===== src/rtl/freq_pkg.sv =====
// Shared constants and types for the programmable integer clock divider.
package freq_pkg;
  localparam int FREQ_WIDTH       = 8;
  localparam int FREQ_DEFAULT_DIV = 4;
  localparam int FREQ_MIN_DIV     = 2;

  typedef logic [FREQ_WIDTH-1:0] div_t;
endpackage


===== src/rtl/freq_div_prog_if.sv =====
// Control and output bundle of the programmable divider.
// Handshake: a ratio transfers on a clk edge where div_valid && div_ready; div_in must be stable while div_valid is high.
interface freq_div_prog_if #(
  parameter int WIDTH = 8
);
  logic             en;
  logic [WIDTH-1:0] div_in;
  logic             div_valid;
  logic             div_ready;
  logic             clk_out;
  logic             nclk_out;
  logic             tick;
  logic             err;
  logic [WIDTH-1:0] cur_div;

  modport master (
    output en, div_in, div_valid,
    input  div_ready, clk_out, nclk_out, tick, err, cur_div
  );

  modport slave (
    input  en, div_in, div_valid,
    output div_ready, clk_out, nclk_out, tick, err, cur_div
  );
endinterface


===== src/rtl/freq_div_core.sv =====
// Period counter with wrap detection and registered square-wave / tick outputs.
module freq_div_core
  import freq_pkg::*;
#(
  parameter int WIDTH       = FREQ_WIDTH,
  parameter int DEFAULT_DIV = FREQ_DEFAULT_DIV
) (
  input  logic             clk,
  input  logic             rst_n,
  input  logic             i_en,
  input  logic [WIDTH-1:0] i_cur_div,
  input  logic [WIDTH-1:0] i_next_div,
  output logic             o_wrap,
  output logic             o_clk_out,
  output logic             o_nclk_out,
  output logic             o_tick
);
  logic [WIDTH-1:0] r_cnt;
  logic [WIDTH-1:0] w_cnt_next;
  logic [WIDTH-1:0] w_half;
  logic             r_clk_out;
  logic             r_nclk_out;
  logic             r_tick;

  assign o_wrap     = (r_cnt == i_cur_div - WIDTH'(1));
  assign w_cnt_next = o_wrap ? '0 : r_cnt + WIDTH'(1);
  // The high phase uses the ratio that will be in force after this edge.
  assign w_half     = i_next_div >> 1;

  always_ff @(posedge clk or negedge rst_n) begin
    if (!rst_n) begin
      r_cnt      <= WIDTH'(DEFAULT_DIV - 1);
      r_clk_out  <= 1'b0;
      r_nclk_out <= 1'b1;
      r_tick     <= 1'b0;
    end else if (i_en) begin
      r_cnt      <= w_cnt_next;
      r_clk_out  <= (w_cnt_next < w_half);
      r_nclk_out <= !(w_cnt_next < w_half);
      r_tick     <= (w_cnt_next == '0);
    end else begin
      r_tick     <= 1'b0;
    end
  end

  assign o_clk_out  = r_clk_out;
  assign o_nclk_out = r_nclk_out;
  assign o_tick     = r_tick;
endmodule


===== src/rtl/freq_div_prog.sv =====
// Programmable divider top: ratio handshake, pending register, legality check, and core.
module freq_div_prog
  import freq_pkg::*;
#(
  parameter int WIDTH       = FREQ_WIDTH,
  parameter int DEFAULT_DIV = FREQ_DEFAULT_DIV
) (
  input  logic              clk,
  input  logic              rst_n,
  freq_div_prog_if.slave    bus
);
  logic [WIDTH-1:0] r_cur_div;
  logic [WIDTH-1:0] r_pend;
  logic [WIDTH-1:0] w_next_div;
  logic             r_ready;
  logic             r_err;
  logic             w_wrap;
  logic             w_offer;
  logic             w_accept;
  logic             w_illegal;
  logic             w_apply;

  assign w_offer    = bus.div_valid && r_ready;
  assign w_accept   = w_offer && (bus.div_in >= WIDTH'(FREQ_MIN_DIV));
  assign w_illegal  = w_offer && (bus.div_in <  WIDTH'(FREQ_MIN_DIV));
  // Not ready means a ratio is pending; it only lands on an enabled wrap.
  assign w_apply    = bus.en && w_wrap && !r_ready;
  assign w_next_div = w_apply ? r_pend : r_cur_div;

  always_ff @(posedge clk or negedge rst_n) begin
    if (!rst_n) begin
      r_cur_div <= WIDTH'(DEFAULT_DIV);
      r_pend    <= '0;
      r_ready   <= 1'b1;
      r_err     <= 1'b0;
    end else begin
      r_err <= w_illegal;
      if (w_apply) begin
        r_cur_div <= r_pend;
        r_ready   <= 1'b1;
      end else if (w_accept) begin
        r_pend  <= bus.div_in;
        r_ready <= 1'b0;
      end
    end
  end

  freq_div_core #(
    .WIDTH       (WIDTH),
    .DEFAULT_DIV (DEFAULT_DIV)
  ) u_core (
    .clk        (clk),
    .rst_n      (rst_n),
    .i_en       (bus.en),
    .i_cur_div  (r_cur_div),
    .i_next_div (w_next_div),
    .o_wrap     (w_wrap),
    .o_clk_out  (bus.clk_out),
    .o_nclk_out (bus.nclk_out),
    .o_tick     (bus.tick)
  );

  assign bus.div_ready = r_ready;
  assign bus.err       = r_err;
  assign bus.cur_div   = r_cur_div;
endmodule


===== src/flat_wrapper.sv =====
// flat-port wrapper written by rule: the top's interface ports become plain ports
module freq_div_prog_flat import freq_pkg::*;
#(
  parameter int WIDTH       = FREQ_WIDTH,
  parameter int DEFAULT_DIV = FREQ_DEFAULT_DIV
)
  (clk, rst_n, bus_en, bus_div_in, bus_div_valid, bus_div_ready, bus_clk_out, bus_nclk_out, bus_tick, bus_err, bus_cur_div);
  freq_div_prog_if #(.WIDTH(WIDTH)) bus_i ();
  input  logic clk;
  input  logic rst_n;
  input wire logic [$bits(bus_i.en)-1:0] bus_en;
  input wire logic [$bits(bus_i.div_in)-1:0] bus_div_in;
  input wire logic [$bits(bus_i.div_valid)-1:0] bus_div_valid;
  output wire logic [$bits(bus_i.div_ready)-1:0] bus_div_ready;
  output wire logic [$bits(bus_i.clk_out)-1:0] bus_clk_out;
  output wire logic [$bits(bus_i.nclk_out)-1:0] bus_nclk_out;
  output wire logic [$bits(bus_i.tick)-1:0] bus_tick;
  output wire logic [$bits(bus_i.err)-1:0] bus_err;
  output wire logic [$bits(bus_i.cur_div)-1:0] bus_cur_div;
  assign bus_i.en = bus_en;
  assign bus_i.div_in = bus_div_in;
  assign bus_i.div_valid = bus_div_valid;
  assign bus_div_ready = bus_i.div_ready;
  assign bus_clk_out = bus_i.clk_out;
  assign bus_nclk_out = bus_i.nclk_out;
  assign bus_tick = bus_i.tick;
  assign bus_err = bus_i.err;
  assign bus_cur_div = bus_i.cur_div;
  freq_div_prog #(.WIDTH(WIDTH), .DEFAULT_DIV(DEFAULT_DIV)) u_core (.clk(clk), .rst_n(rst_n), .bus(bus_i));
endmodule

===== config.mk =====
export PLATFORM = sky130hd
export DESIGN_NAME = freq_div_prog_flat
export DESIGN_NICKNAME = d
export VERILOG_FILES = /design/src/rtl/freq_pkg.sv /design/src/rtl/freq_div_prog_if.sv /design/src/rtl/freq_div_core.sv /design/src/rtl/freq_div_prog.sv /design/src/flat_wrapper.sv
export SDC_FILE = /design/constraint.sdc
export NUM_CORES = 1
export LEC_CHECK = 0
export BUFFER_PORTS_ARGS = -buffer_cell sky130_fd_sc_hd__buf_2
export CORE_MARGIN = 5
export CORE_UTILIZATION = 50
export CTS_BUF_LIST = sky130_fd_sc_hd__clkbuf_2 sky130_fd_sc_hd__clkbuf_4 sky130_fd_sc_hd__clkbuf_8
export CTS_CLUSTER_SIZE = 20
export DETAILED_ROUTE_END_ITERATION = 7
export PLACE_DENSITY = 0.81
export RECOVER_POWER = 50
export SLEW_MARGIN = 30
export SYNTH_ARGS = -nofsm -noshare
export SYNTH_HDL_FRONTEND = slang
export SYNTH_HIERARCHICAL = 1
export SYNTH_SLANG_ARGS = --single-unit

===== constraint.sdc =====
create_clock -name clk -period 5 [get_ports clk]
set_input_delay 0.25 -clock clk [delete_from_list [all_inputs] [get_ports clk]]
set_output_delay 0.25 -clock clk [all_outputs]
set_load 0.02 [all_outputs]

==> impl_metrics.json <==
{
  "yosysWarnings": 6,
  "multi_input_area_um2": 1010,
  "synth.area.top_cells": "dfrtp_1 (33%), dfstp_2 (7.2%), mux2_2 (5.5%)",
  "async_flop_share": 1.00,
  "power_leakage_nw": 0.932,
  "fin_crit_sh": 0.806,
  "die_y_um": 70.5,
  "htree_levels": 2,
  "dr.pass1.iters": 4,
  "gp_congestion": 0.826,
  "syn_to_final_growth_pct": 13.7,
  "post-dp-hpwl_um": 2820,
  "num_vias": 1426,
  "final.min_clock_period_ns": 4.03,
  "crit_buf_inv": 3,
  "synth_top_area_share": 0.328,
  "cts-buffers-inserted": 5,
  "cts_buffer_depth": 2,
  "path_max_fanout": 19,
  "yosys.area.top_type": "dfrtp_1",
  "max-vdd-ir-drop_uv": 229,
  "finClkSkew_ns": 0.00790,
  "netlist_instances": 177,
  "start_util": 0.508,
  "syn_avg_cell_area_um2": 10.4,
  "critical_path_class": "reg -> reg",
  "cp-start-kind": "register",
  "finalHoldViolCount": 0,
  "rsz0062_at_grt": "false",
  "first_iter_violations": 102,
  "fin_setup_tns_ns": 0,
  "io_pins": 25,
  "via_per_inst": 5.68,
  "n_antenna_cell": 0,
  "cts_tree": "built",
  "cts_setup_buffers": 0,
  "ys_ff_latch": 29,
  "slew_viol_final": 29,
  "antenna_found_initial": 0,
  "syn_area_um2": 1830,
  "die-area_um2": 4980,
  "cts.repair.resized": 0,
  "fin_nets": 222,
  "dp_cells": 243,
  "fmax_ghz": 0.248,
  "fill_cells": 313,
  "drc": 0,
  "dp_worst_setup_slack_ns": 1.02,
  "clock_latency_ns": 0.28,
  "cts_hold_buf": 0,
  "slew_headroom": -0.000961,
  "maxCapViolCount": 1,
  "yosys_most_used_dff": "dfrtp_1",
  "die_w_um": 70.5,
  "cts-root-buf": "clkbuf_8",
  "gr-total-overflow": 0,
  "grt_max_degree": 30,
  "crit_slowest_cell": "or4_4",
  "worstHoldPathType": "in -> reg",
  "synth_edf_count": 0,
  "path_delay_family": "simple AND/OR/NAND/NOR gates",
  "io_buffers": 24,
  "cts.sinks": 29,
  "synth_most_common_cell": "dfrtp_1",
  "crit_chain": "inv_1 -> ha_1 -> xor2_1 -> nand2_1 -> or4_4 -> a211oi_4 -> buf_4 -> nand3b_1 -> mux2_2 -> inv_1 -> ha_1 -> nor2b_1 -> o211ai_1 -> nand3_1 -> a211oi_1 -> a221o_2",
  "grt_pass1_vias": 1302,
  "synth_nets": 197,
  "tightest_slew_ns": 1.50,
  "wl_per_cell_um": 15.4,
  "max_stage_delay_ns": 0.52,
  "grt_first_pass_wirelength_um": 6340,
  "power.total_mw": 0.742,
  "seq_area_um2": 732,
  "path_clk_slew_ns": 0.07,
  "fp.coreArea_um2": 3610,
  "grtUsageTotal": 0.162,
  "arrival_ns": 4.25,
  "drt-total-wl_um": 3860,
  "yosys.cell_types.count": 51,
  "stdcell_count": 251,
  "synth_common_cells": "dfrtp_1 (24), nand2_1 (12), inv_1 (11)",
  "rows": 22,
  "setup_viol": 0,
  "setup_slack_ns": 0.971,
  "failed_checks": "max-capacitance violations, max-slew violations",
  "fin_hold_ws_ns": 0.160,
  "status": "finished, violations left",
  "cp-end-kind": "register",
  "required_ns": 5.22,
  "ys_seq_area_frac": 0.399,
  "drive_above_1_share": 0.261,
  "power_density_nw_per_um2": 356,
  "antenna_left": 0
}
report_power, final:
| group | internal, mW | total (mW) | switching, mW |
|---|---|---|---|
| sequential | 0.260 | 0.293 | 0.0329 |
| combinational | 0.0934 | 0.194 | 0.101 |
| clock | 0.168 | 0.255 | 0.0876 |
kinds of logic after synthesis:
logic type | synth area share
flops | 0.399
mux | 0.0635
fa+ha+maj | 0.0546
buf+inv | 0.0491
simple gates | 0.185
compound gates | 0.176
xor+xnor | 0.0724
worst paths after layout:
kind / start / to / slack, ns / cells past startpoint
max: u_core/bus.cur_div[0] / u_core/u_core/o_clk_out / 0.97 / 16
min: bus_div_valid / u_core/bus.div_ready / 0.16 / 2
max in group asynchronous: rst_n / u_core/u_core/r_cnt[6] / 3.79 / 1
max reg2reg: u_core/bus.cur_div[0] / u_core/u_core/o_clk_out / 0.97 / 16
min reg2reg: u_core/r_pend[5] / u_core/r_pend[5] / 0.50 / 1
min in group asynchronous: rst_n / u_core/r_pend[2] / 0.33 / 1
stage by stage:
step,instance area (um^2),util
finish,2080,0.578
detailed placement,1970,0.547
global route,2080,0.578
CTS,2090,0.580
global placement,1970,0.547
floorplan,1830,-
cell usage in the layout, fill, tap and decap left out, drive strengths merged, types with 2 or more instances in the layout:
cell     instances
nor2             9
o21a             2
and2             2
ha               8
buf             18
inv             11
o211ai           2
or4              3
dfrtp           24
dfstp            5
xnor2            9
clkbuf          14
a21o             2
nor2b            4
a22o             7
xor2             4
o2bb2ai          4
mux2            10
nor4             3
nand3            7
or3              3
and3             3
nand2           12
a211oi           3
nand3b           2
o21ai            6
a21oi            9
or2b             2
routing by layer:
metal / global-route usage / wire (um)
met4: 0.0626 / 34
met3: 0.0355 / 210
met5: 0 / 0
met2: 0.237 / 1770
met1: 0.235 / 1840
registers in the layout, summed over array words and instances (netlist names):
signal and cells:
u_core/bus.cur_div 8, u_core/bus.div_ready 1, u_core/bus.err 1, u_core/r_pend 8, u_core/u_core/o_clk_out 1, u_core/u_core/o_nclk_out 1
u_core/u_core/o_tick 1, u_core/u_core/r_cnt 8
final cells by class:
class / count / share of cell area
Multi-Input combinational cell: 130 / 0.485
Inverter: 11 / 0.0198
Sequential cell: 29 / 0.351
Timing Repair Buffer: 25 / 0.0571
Clock inverter: 1 / 0.0144
Clock buffer: 7 / 0.0432
Tap cell: 48 / 0.0288
worst register-to-register path, stage by stage, from the launching register on:
cell	delay (ns)
dfrtp_1	0.43
inv_1	0.07
ha_1	0.30
xor2_1	0.16
nand2_1	0.07
or4_4	0.52
a211oi_4	0.21
buf_4	0.25
nand3b_1	0.36
mux2_2	0.41
inv_1	0.06
ha_1	0.23
nor2b_1	0.14
o211ai_1	0.21
nand3_1	0.11
a211oi_1	0.30
a221o_2	0.16
No activity file was read; power rests on OpenSTA's default activity.
